File: src/rtl/demux_dispatch_ctrl.sv
// One-to-N dispatch controller: routes each accepted word to one channel chosen
// by burst-wise round-robin or a fixed channel, through a single registered output stage.
module demux_dispatch_ctrl #(
  parameter int N     = 4,
  parameter int W     = 8,
  parameter int BURST = 2,
  localparam int SW   = $clog2(N)
) (
  input  logic          clk,
  input  logic          rst,
  input  logic          cfg_mode,
  input  logic [SW-1:0] cfg_sel,
  input  logic          in_valid,
  input  logic [W-1:0]  in_data,
  output logic          in_ready,
  output logic [N-1:0]  out_valid,
  output logic [W-1:0]  out_data,
  output logic [SW-1:0] out_sel,
  input  logic [N-1:0]  out_ready,
  output logic          busy
);

  localparam int BW = (BURST > 1) ? $clog2(BURST) : 1;
  localparam logic [SW:0]   NUM_CH    = (SW+1)'(N);
  localparam logic [SW-1:0] LAST_CH   = SW'(N-1);
  localparam logic [BW-1:0] LAST_BCNT = BW'(BURST-1);

  typedef enum logic {EMPTY, HOLD} state_t;

  state_t          state_reg, state_next;
  logic [W-1:0]    data_reg;
  logic [SW-1:0]   sel_reg;
  logic [N-1:0]    valid_reg;
  logic [SW-1:0]   rr_ptr_reg;
  logic [SW-1:0]   burst_tgt_reg;
  logic            burst_mode_reg;
  logic [BW-1:0]   bcnt_reg, bcnt_next;
  logic            busy_reg;

  logic            full, fire, accept, load_word, drop_word;
  logic            burst_start, burst_end, mode_eff;
  logic [SW-1:0]   sel_c, tgt, rr_next;
  logic [N-1:0]    tgt_onehot;

  assign fire        = full && out_ready[sel_reg];
  assign in_ready    = !rst && (!full || fire);
  assign accept      = in_valid && in_ready;
  assign burst_start = (bcnt_reg == '0);
  assign burst_end   = (bcnt_reg == LAST_BCNT);

  // Out-of-range fixed selections fall back to channel 0.
  assign sel_c    = ({1'b0, cfg_sel} < NUM_CH) ? cfg_sel : '0;
  assign tgt      = burst_start ? (cfg_mode ? sel_c : rr_ptr_reg) : burst_tgt_reg;
  assign mode_eff = burst_start ? cfg_mode : burst_mode_reg;
  assign rr_next  = (tgt == LAST_CH) ? '0 : tgt + SW'(1);

  generate
    for (genvar gi = 0; gi < N; gi++) begin : g_onehot
      assign tgt_onehot[gi] = (tgt == SW'(gi));
    end
  endgenerate

  always_ff @(posedge clk) begin
    if (rst) state_reg <= EMPTY;
    else     state_reg <= state_next;
  end

  always_comb begin
    state_next = state_reg;
    case (state_reg)
      EMPTY:   if (accept) state_next = HOLD;
      HOLD:    if (fire && !accept) state_next = EMPTY;
      default: state_next = EMPTY;
    endcase
  end

  always_comb begin
    full      = (state_reg == HOLD);
    load_word = accept;
    drop_word = fire && !accept;
  end

  always_comb begin
    bcnt_next = bcnt_reg;
    if (accept) bcnt_next = burst_end ? '0 : bcnt_reg + BW'(1);
  end

  always_ff @(posedge clk) begin
    if (rst) begin
      data_reg       <= '0;
      sel_reg        <= '0;
      valid_reg      <= '0;
      rr_ptr_reg     <= '0;
      burst_tgt_reg  <= '0;
      burst_mode_reg <= 1'b0;
      bcnt_reg       <= '0;
      busy_reg       <= 1'b0;
    end else begin
      bcnt_reg <= bcnt_next;
      busy_reg <= (state_next == HOLD) || (bcnt_next != '0);
      if (load_word) begin
        data_reg  <= in_data;
        sel_reg   <= tgt;
        valid_reg <= tgt_onehot;
        if (burst_start) begin
          burst_tgt_reg  <= tgt;
          burst_mode_reg <= cfg_mode;
        end
        // The round-robin pointer only moves once a burst launched in that mode completes.
        if (burst_end && !mode_eff) rr_ptr_reg <= rr_next;
      end else if (drop_word) begin
        valid_reg <= '0;
      end
    end
  end

  assign out_valid = rst ? '0 : valid_reg;
  assign out_data  = rst ? '0 : data_reg;
  assign out_sel   = rst ? '0 : sel_reg;
  assign busy      = rst ? 1'b0 : busy_reg;

endmodule

File: config.mk
export PLATFORM = sky130hd
export DESIGN_NAME = demux_dispatch_ctrl
export DESIGN_NICKNAME = d
export VERILOG_FILES = /design/src/rtl/demux_dispatch_ctrl.sv
export SDC_FILE = /design/constraint.sdc
export NUM_CORES = 1
export LEC_CHECK = 0
export CORE_AREA = 2 2 50 52
export DETAILED_ROUTE_END_ITERATION = 10
export DIE_AREA = 0 0 52 54
export PLACE_DENSITY = 0.81
export SYNTH_ARGS = -nofsm -noshare
export SYNTH_HDL_FRONTEND = slang
export SYNTH_SLANG_ARGS = --single-unit
File: constraint.sdc
create_clock -name clk -period 4.9 [get_ports clk]
set_input_delay 1.225 -clock clk [delete_from_list [all_inputs] [get_ports clk]]
set_output_delay 1.225 -clock clk [all_outputs]
set_load 0.02 [all_outputs]
-- Word-level counts from Yosys, hierarchy flattened
Cells that the tools add are included.
- bits in registers: 22
- bits in latches: 0
- bits in writable memories: 0
- ROM bits: 0
- input bits: 18
- word-level logic and storage cells: 49
- memories: 0
- add/sub/neg operators: 2
- $mul: 0
- divide/modulo/power cells: 0
- order comparisons: 1
- equal/unequal tests: 3
- shifts and indexed selects: 0
- mux-type cells: 17
- bitwise gates (word level): 2
- reductions and logical operators: 15
- operators by type and width (operator ; number):
    4-bit 2-to-1 mux ; 3
    2-bit 2-to-1 mux ; 4
    8-bit 2-to-1 mux ; 1
    1-bit 2-to-1 mux ; 7
    1-bit logical AND ; 5
    2-bit equality test, second input constant ; 2
    1-bit logical NOT ; 4
    2-bit AND reduction ; 2
    2-bit by 3-bit < comparator with 1-bit output, second input constant ; 1
    2-bit by 1-bit adder with 2-bit output, second input constant ; 1
    1-bit binary-select mux with 2-bit select ; 1
    2-bit by 1-bit equality test with 1-bit output, second input constant ; 1
    2-bit logical NOT ; 1
    1-bit logical OR ; 2
    1-bit inverter ; 2
    1-bit one-hot mux with 2 select lines ; 1
    2-bit nonzero test ; 1
    1-bit adder, second input constant ; 1

-- Longest topological paths before layout
Gate-level depths: netlist (run 1).
- depth after elaboration: 11
- mapped depth: 8
- depth with buffers taken out: 7

-- Worst setup path before layout (run 1)
OpenSTA, ideal clock, no wires.
- path kind: input to output
- start point: input out_ready[3]
- end point: output in_ready
- arrival time: 2237 ps
- setup slack: 1438 ps
- cell stages on the path: 3
- cell sequence: mux4_2 or2_2 nor2b_1
- word-level cells in the longest chain between the ends: 5
- ends and longest elaborated chain (element ; RTL line ; RTL):
    from (decl) ; 19 ; input logic [N-1:0] out_ready,
    1-bit binary-select mux with 2-bit select ; 45 ; assign fire = full && out_ready[sel_reg];
    1-bit 2-to-1 mux (implied by the code) ; 45 ;
    1-bit logical AND ; 45 ;
    1-bit logical OR ; 46 ; assign in_ready = !rst && (!full || fire);
    1-bit logical AND ; 46 ;
    to (decl) ; 15 ; output logic in_ready,
Every way passes these cells. The select of a mux whose other input is x is not followed.

-- Worst setup path in the final report (run 1)
Ends and elaborated chain as after synthesis.

==> results_dict.tcl, run 1 <==
set metrics [dict create \
    status "complete, no violations" \
    grt_pass1_wl_um 3380 \
    cap_violations 0 \
    cts_resized 0 \
    worstRegToRegCells 7 \
    first_global_vias 835 \
    h-tree-depth 1 \
    rr_endpoint "burst_tgt_reg[0]$_SDFFE_PP0P_" \
    start_kind "input port" \
    hold_path.class "register to register" \
    synth.avg_cell_area_sq_um 10.4 \
    synth_ff_type "dfxtp_1" \
    synth_compound_area_frac 0.122 \
    worst_slack_ps 514 \
    clockBufferDepth 2 \
    finalCritPeriodShare 0.895 \
    setup-tns-final_ps 0 \
    die_area_sq_mm 0.00281 \
    yosysMostFrequentCell "dfxtp_1" \
    largest_reg_flops 8 \
    grt_usage 0.165 \
    totalWireLength_um 2000 \
    path_common_cell "clkdlybuf4s50_1" \
    final_cell_area_sq_mm 0.00142 \
    pin_count 34 \
    post-cts-setup-buffers 0 \
    synth_top_family_by_area "multiplexers" \
    hold_viol_final 0 \
    synthXorXnorAreaFrac 0 \
    n_fill_cell 204 \
    clock_sinks 22 \
    power_density_mw_per_mm2 256 \
    synth_top_area_share 0.421 \
    grt.overflow.total 0 \
    synthesis.nets 124 \
    cts_tree "done" \
    grt_max_degree 19 \
    min_from "burst_tgt_reg[1]$_SDFFE_PP0P_" \
    start_util 0.451 \
    tightest_slew_ps 651 \
    critPathCapture "in_ready" \
    critical_path.startpoint "out_ready[3]" \
    worstSetupPathType "input port to output pin" \
    synth_area_leader_cell "dfxtp_1" \
    synth_edf_count 0 \
    drc_errors 0 \
    post_drt_wl_per_cell_um 12.2 \
    avgViaCountPerCell 5.02 \
    async_flop_share 0 \
    synthAdderAreaFrac 0.0597 \
    ys_warn_count 0 \
    die_x_um 52 \
    drtAntennaViolNets 0 \
    gp_congestion 0.827 \
    area_growth_pct 35.8 \
    required_ps 3670 \
    ys_ff_latch 22 \
    synth.distinct_cells 23 \
    synth_common_cells "dfxtp_1 (22), nor2b_1 (19), mux2_2 (12), inv_1 (10), ha_1 (5)" \
    postPlaceCellArea_sq_mm 0.00140 \
    insertion_delay_ps 300 \
    dieHeight_um 54 \
    fin_nets 159 \
    numCtsBuffers 3 \
    holdBufCountCts 0 \
    portBuffers 33 \
    antenna_cells 0 \
    synth.area.mux_share 0.189 \
    vias 824 \
    r2r_setup_slack_ps 2550 \
    place_hpwl_um 1560 \
    crit_path_end_kind "output pin" \
    synth_seq_area_share 0.421 \
    p_leak_nw 0.595 \
    antenna_found_initial 0 \
    clkSlewWorstSetupHoldPaths_ps 120 \
    skew_ps 10.1 \
    path_max_fanout 5 \
    drtIter0Drc 8 \
    placementRows 18 \
    r2r_start "sel_reg[0]$_SDFFE_PP0P_" \
    cp_slowest_cell "clkdlybuf4s50_1" \
    peakVddDrop_mv 0.213 \
    cts_root_buffer "clkbuf_4" \
    fmax_ghz 0.228 \
    rsz0062_at_grt "false" \
    max_slew_margin 0.565 \
    dp_slack_ps 507 \
    synth_area_leaders "dfxtp_1 (42%), mux2_2 (13%), nor2b_1 (11%), ha_1 (6.0%), mux2i_1 (3.8%)" \
    fp.coreArea_sq_mm 0.00232 \
    whs_ps 479 \
    fin_crit_ps 4390 \
    synth_simple_gate_area_share 0.152 \
    setup_viol 0 \
    worstPathCellList "clkdlybuf4s50_1 -> mux4_2 -> or2_2 -> nor2b_1 -> clkdlybuf4s50_1" \
    drive_gt1_frac 0.157 \
    synth.cell_area_sq_mm 0.00105 \
    cp_data_arrival_time_ps 3160 \
    dr.pass1.iters 4 \
    critical_path.max_stage_delay_ps 560 \
    synth_cells 101 \
    maxSlewViolCount 0 \
]
[cells by family (layout without fill, tap and decap cells)]
| kind of cell | Yosys count | after routing |
|---|---|---|
| AOI/OAI and AO/OA | 16 | 16 |
| DFF | 22 | 22 |
| muxes | 17 | 17 |
| buffers and inverters | 14 | 47 |
| adders and majority gates | 5 | 5 |
| and+or+nand+nor | 27 | 27 |
[worst min-delay path by stage]
stage	endpoint	slack (ps)	cells past startpoint
2_1_floorplan	burst_tgt_reg[1]$_SDFFE_PP0P_	440	2
3_5_place_dp	burst_tgt_reg[1]$_SDFFE_PP0P_	470	2
6_report	burst_tgt_reg[1]$_SDFFE_PP0P_	480	2
3_3_place_gp	burst_tgt_reg[1]$_SDFFE_PP0P_	450	2
5_1_grt	burst_tgt_reg[1]$_SDFFE_PP0P_	530	2
4_1_cts	burst_tgt_reg[1]$_SDFFE_PP0P_	490	2
[cell usage in the layout (no fill, tap or decap)]
master and n:
mux4_2 1, inv_1 10, a31oi_1 1, nor2_1 2, o21ai_2 1, dfxtp_1 22
a21oi_1 2, nor2b_1 19, buf_4 1, o211ai_1 3, or2_2 1, a211oi_1 1
o21ba_2 1, a22o_1 4, nand2_1 2, o2111ai_2 1, ha_1 5, clkdlybuf4s50_1 33
mux2_2 12, o21a_1 1, nand2b_1 3, o21ai_0 1, clkbuf_4 3, mux2i_1 4
[power by group]
part           internal [mW]  switching (mW)
clock                 0.0287          0.0514
combinational         0.0472          0.0395
sequential             0.192         0.00543
[cell type report]
| type | count | area [sq um] | share of cell area |
|---|---|---|---|
| multi-input combinational | 65 | 547 | 0.384 |
| sequential | 22 | 440 | 0.310 |
| timing repair buffer | 34 | 338 | 0.237 |
| inverter | 10 | 37.5 | 0.0264 |
| tap | 30 | 37.5 | 0.0264 |
| clock buffer | 3 | 22.5 | 0.0158 |
[metal layers]
metal / global-route usage / wire (um) / vias to the layer above / share of wire
met5: 0 / 0 / - / 0
met4: 0.0877 / 51 / 0 / 0.025
met3: 0.0528 / 138 / 7 / 0.069
met2: 0.272 / 919 / 32 / 0.46
met1: 0.192 / 892 / 375 / 0.45
li1: - / - / 410 / -
[critical path, delay by kind of cell]
family / cells / cell delay (ps)
buf+inv: 2 / 950
mux: 1 / 530
simple gates: 2 / 450
[per-stage QoR]
step | total power [mW] | util | std cells
global route | 0.382 | 0.613 | 164
floorplan | 0.253 | - | 101
CTS | 0.367 | 0.613 | 164
global placement | 0.286 | 0.604 | 161
finish | 0.364 | 0.613 | 164
detailed placement | 0.289 | 0.604 | 161
No activity file was read; power rests on OpenSTA's default activity.
==> inputs of run 2 (changes only) <==
--- a/config.mk
+++ b/config.mk
@@ -5,10 +5,11 @@
 export SDC_FILE = /design/constraint.sdc
 export NUM_CORES = 1
 export LEC_CHECK = 0
-export CORE_AREA = 2 2 50 52
+export CORE_AREA = 2 2 45 47
 export DETAILED_ROUTE_END_ITERATION = 10
-export DIE_AREA = 0 0 52 54
-export PLACE_DENSITY = 0.81
+export DIE_AREA = 0 0 47 49
+export DONT_BUFFER_PORTS = 1
+export PLACE_DENSITY = 0.77
 export SYNTH_ARGS = -nofsm -noshare
 export SYNTH_HDL_FRONTEND = slang
 export SYNTH_SLANG_ARGS = --single-unit
==> run 2 against run 1 <==
Net effect: via count is 17% lower; clock skew is 2.1 ps higher; cell count is 22% lower; register-to-register slack hardly changed; fmax is 26% higher; combinational power is 34% lower; critical path type unchanged; setup slack better by 900 ps.
==> results_dict.tcl, run 2 (synthesis gave the netlist of run 1 again) <==
set metrics [dict create \
    cts_resized 0 \
    final_common_cell "dfxtp_1" \
    worstRegToRegCells 7 \
    crit_path_end_kind "output pin" \
    p_seq_frac 0.502 \
    largest_reg_flops 8 \
    p_leak_nw 0.482 \
    required_ps 3670 \
    clock_sinks 22 \
    hold_path_depth 2 \
    setup_viol 0 \
    intPower_uw 300 \
    peakVddDrop_mv 0.293 \
    grt_usage 0.165 \
    cts_root_buffer "clkbuf_4" \
    numCtsBuffers 3 \
    start_util 0.569 \
    clkSlewWorstSetupHoldPaths_ps 110 \
    mostFrequentLayoutCells "dfxtp_1 (22), nor2b_1 (19), mux2_2 (12), inv_1 (10), ha_1 (5)" \
    post_drt_wl_per_cell_um 13.1 \
    fin_crit_ps 3490 \
    first_global_vias 680 \
    worstSetupPathType "input port to output pin" \
    status "complete, no violations" \
    grt.overflow.total 0 \
    drive_gt1_frac 0.208 \
    antenna_cells 0 \
    clkPwrFrac 0.352 \
    cp_data_arrival_time_ps 2260 \
    holdBufCountCts 0 \
    area_growth_pct 6.09 \
    gp_congestion 0.782 \
    dieHeight_um 49 \
    die_x_um 47 \
    vias 688 \
    tightest_slew_ps 571 \
    r2r_start "sel_reg[0]$_SDFFE_PP0P_" \
    drc_errors 0 \
    placementRows 16 \
    antenna_found_initial 0 \
    power_switching_uw 93.6 \
    rr_endpoint "burst_tgt_reg[0]$_SDFFE_PP0P_" \
    totalWireLength_um 1680 \
    r2r_setup_slack_ps 2550 \
    cap_violations 0 \
    portBuffers 0 \
    maxSlewViolCount 0 \
    avgViaCountPerCell 5.38 \
    die_area_sq_mm 0.00230 \
    start_kind "input port" \
    h-tree-depth 1 \
    path_max_fanout 5 \
    hold_path.class "register to register" \
    total_power_uw 393 \
    skew_ps 12.1 \
    hold_viol_final 0 \
    post-cts-setup-buffers 0 \
    insertion_delay_ps 310 \
    drtIter0Drc 4 \
    max_slew_margin 0.615 \
    min_from "burst_tgt_reg[1]$_SDFFE_PP0P_" \
    power_density_mw_per_mm2 354 \
    fin_nets 125 \
    cts_tree "done" \
    rsz0062_at_grt "false" \
    fmax_ghz 0.287 \
    dr.pass1.iters 4 \
    grt_max_degree 26 \
    finalCritPeriodShare 0.712 \
    setup-tns-final_ps 0 \
    grt_pass1_wl_um 2770 \
    place_hpwl_um 1270 \
    fp.coreArea_sq_mm 0.00184 \
    sw_frac_of_total 0.238 \
    clockBufferDepth 2 \
    combPwrFrac 0.146 \
    whs_endpoint "burst_tgt_reg[1]$_SDFFE_PP0P_" \
    drtAntennaViolNets 0 \
    pin_count 34 \
]
run 2: cell types whose count changed in the layout (fill, tap and decap cells not counted), sizes merged:
cell           before  now
clkdlybuf4s50      33    0
buf                 1    0
bufinv              0    1
run 2: stage by stage:
step           hold WS [ps]  setup slack [ps]  instance area, sq um   util  std cells
2_1_floorplan           438              1440                  1050      -        101
3_3_place_gp            441              1410                  1060  0.575        124
3_5_place_dp            449              1410                  1060  0.575        124
4_1_cts                 467              1410                  1110  0.603        128
5_1_grt                 494              1390                  1110  0.603        128
6_report                468              1410                  1110  0.603        128
run 2: layout make-up:
class / count / area [sq um]
Fill cell: 162 / 731
Multi-Input combinational cell: 65 / 547
Sequential cell: 22 / 440
Inverter: 10 / 37.5
Tap cell: 27 / 33.8
Clock inverter: 1 / 30.0
Clock buffer: 3 / 22.5
run 2: worst max-delay path, cell delays in order:
cell     delay, ps
mux4_2         510
or2_2          320
nor2b_1        200
run 2: layer usage:
| layer | up-vias | global-route usage | wire length [um] |
|---|---|---|---|
| li1 | 340 | - | - |
| met2 | 30 | 0.244 | 759 |
| met4 | 0 | 0.0556 | 19 |
| met3 | 2 | 0.0481 | 149 |
| met1 | 316 | 0.226 | 752 |
| met5 | - | 0 | 0 |
run 2: how the worst max path moves through the flow:
| stage | startpoint | to | slack (ps) | cells past startpoint |
|---|---|---|---|---|
| final | out_ready[3] | in_ready | 1410 | 3 |
| after CTS | out_ready[3] | in_ready | 1410 | 3 |
| after global routing | out_ready[3] | in_ready | 1390 | 3 |
| after detailed placement | out_ready[3] | in_ready | 1410 | 3 |
| after floorplan | out_ready[3] | in_ready | 1440 | 3 |
| after global placement | out_ready[3] | in_ready | 1410 | 3 |
run 2: power by group through the flow:
| stage | logic (mW) | registers [mW] | clock network, mW |
|---|---|---|---|
| after floorplan | 0.0544 | 0.199 | 0 |
| after global placement | 0.0566 | 0.201 | 0 |
| after detailed placement | 0.0577 | 0.201 | 0 |
| after CTS | 0.0580 | 0.197 | 0.141 |
| after global routing | 0.0637 | 0.199 | 0.148 |
| final | 0.0574 | 0.197 | 0.139 |
==> inputs of run 3 (changes only) <==
--- a/config.mk
+++ b/config.mk
@@ -5,11 +5,11 @@
 export SDC_FILE = /design/constraint.sdc
 export NUM_CORES = 1
 export LEC_CHECK = 0
-export CORE_AREA = 2 2 45 47
+export CORE_AREA = 2 2 48 50
 export DETAILED_ROUTE_END_ITERATION = 10
-export DIE_AREA = 0 0 47 49
+export DIE_AREA = 0 0 50 52
 export DONT_BUFFER_PORTS = 1
-export PLACE_DENSITY = 0.77
+export PLACE_DENSITY = 0.71
 export SYNTH_ARGS = -nofsm -noshare
 export SYNTH_HDL_FRONTEND = slang
 export SYNTH_SLANG_ARGS = --single-unit
==> constraint.sdc (replaced) <==
create_clock -name clk -period 2.8 [get_ports clk]
set_input_delay 0.7 -clock clk [delete_from_list [all_inputs] [get_ports clk]]
set_output_delay 0.7 -clock clk [all_outputs]
set_load 0.02 [all_outputs]
==> run 3 against run 2 <==
Net effect: highest routed layer unchanged; non-clock buffer count up 1; clock skew down 7.7 ps; critical endpoint unchanged; largest cell class unchanged; first-iteration DRC count down 100%; sequential share of layout area decreased by 0.31 points; clock power up 73%.
==> results_dict.tcl, run 3 (synthesis gave the netlist of run 1 again) <==
set metrics [dict create \
    hold_viol_final 0 \
    gp_congestion 0.798 \
    mostFrequentLayoutCells "dfxtp_1 (22), nor2b_1 (19), mux2_2 (12), inv_1 (10), ha_1 (5)" \
    antenna_cells 0 \
    cts_root_buffer "clkbuf_4" \
    cp_slowest_cell "mux4_2" \
    placementRows 17 \
    clockBufferDepth 2 \
    required_ps 2100 \
    cp_data_arrival_time_ps 1790 \
    drtAntennaViolNets 0 \
    total_power_uw 686 \
    grt_usage 0.137 \
    p_seq_frac 0.503 \
    hold_path.class "input port to register" \
    fp.coreArea_sq_mm 0.00211 \
    grt_pass1_wl_um 2770 \
    power_density_mw_per_mm2 612 \
    p_leak_nw 0.487 \
    start_kind "register" \
    post-cts-setup-buffers 0 \
    dp.cells 126 \
    whs_ps 450 \
    critical_path.max_stage_delay_ps 580 \
    skew_ps 4.41 \
    insertion_delay_ps 300 \
    setup_viol 0 \
    intPower_uw 525 \
    antenna_found_initial 0 \
    fin_cells 130 \
    n_fill_cell 183 \
    vias 699 \
    drtIter0Drc 0 \
    dieHeight_um 52 \
    die_area_sq_mm 0.00260 \
    setup-tns-final_ps 0 \
    maxSlewViolCount 0 \
    grt_max_degree 26 \
    cp_top_family "multiplexers" \
    die_x_um 50 \
    cts_resized 0 \
    fin_nets 126 \
    totalWireLength_um 1740 \
    dp_slack_ps 354 \
    drive_gt1_frac 0.216 \
    finalCritPeriodShare 0.890 \
    first_global_vias 672 \
    rsz0062_at_grt "false" \
    peakVddDrop_mv 0.364 \
    post_drt_wl_per_cell_um 13.4 \
    h-tree-depth 1 \
    combPwrFrac 0.147 \
    fmax_ghz 0.401 \
    grt.overflow.total 0 \
    numCtsBuffers 3 \
    status "complete, no violations" \
    clkSlewWorstSetupHoldPaths_ps 130 \
    area_growth_pct 6.93 \
    crit_path_end_kind "output pin" \
    power_switching_uw 161 \
    place_hpwl_um 1340 \
    r2r_setup_slack_ps 890 \
    cap_violations 0 \
    pin_count 34 \
    clkPwrFrac 0.349 \
    worst_slack_ps 309 \
    tightest_slew_ps 536 \
    avgViaCountPerCell 5.38 \
    largest_reg_flops 8 \
    portBuffers 0 \
    worstPathCellList "mux4_2 -> or2_2 -> nor2b_1" \
    max_slew_margin 0.639 \
    cp_num_buf_inv 0 \
    start_util 0.497 \
    dr.pass1.iters 1 \
    sw_frac_of_total 0.235 \
    holdBufCountCts 0 \
    path_max_fanout 5 \
    clock_sinks 22 \
    drc_errors 0 \
    cts_tree "done" \
    worstSetupPathType "register to output pin" \
    fin_crit_ps 2490 \
    final_common_cell "dfxtp_1" \
]
## run 3: changes by cell type in the layout (fill, tap and decap cells not counted), sizes merged
cell / change
buf: +1
## run 3: layout make-up
cell class              instances  area [sq um]  share of cell area
inverters                      10          37.5              0.0335
clock buffers                   3          22.5              0.0201
clock inverters                 1          30.0              0.0268
well taps                      28          35.0              0.0313
flip-flops and latches         22           440               0.393
multi-input cells              65           547               0.488
repair buffers                  1          7.51             0.00670
## run 3: routing by layer
| layer | wire (um) | track usage |
|---|---|---|
| met3 | 134 | 0.0345 |
| met2 | 788 | 0.237 |
| met5 | 0 | 0 |
| met4 | 23 | 0.0648 |
| met1 | 798 | 0.159 |
## run 3: power groups by stage
| stage | clock (mW) | combinational, mW | sequential (mW) |
|---|---|---|---|
| finish | 0.240 | 0.101 | 0.345 |
| detailed placement | 0 | 0.102 | 0.352 |
| global route | 0.254 | 0.113 | 0.348 |
| global placement | 0 | 0.0995 | 0.352 |
| floorplan | 0 | 0.0952 | 0.348 |
| CTS | 0.244 | 0.103 | 0.345 |
## run 3: worst paths after layout
kind	to	cells after the start	start
worst max-delay path	in_ready	3	sel_reg[0]$_SDFFE_PP0P_
worst min-delay path	bcnt_reg$_SDFF_PP0_	1	rst
worst max register to register	burst_tgt_reg[0]$_SDFFE_PP0P_	7	sel_reg[0]$_SDFFE_PP0P_
worst min register to register	burst_tgt_reg[1]$_SDFFE_PP0P_	2	burst_tgt_reg[1]$_SDFFE_PP0P_
## run 3: worst register-to-register path: cells and delay by family (launching register included)
| kind | cells | cell delay [ps] |
|---|---|---|
| buf+inv | 2 | 200 |
| flops | 1 | 380 |
| mux | 1 | 580 |
| compound gates | 3 | 430 |
| fa+ha+maj | 1 | 230 |
## run 3: metrics by stage
step,util,area [sq um]
6_report,0.532,1120
5_1_grt,0.532,1120
4_1_cts,0.532,1120
3_5_place_dp,0.507,1070
3_3_place_gp,0.507,1070
2_1_floorplan,-,1050
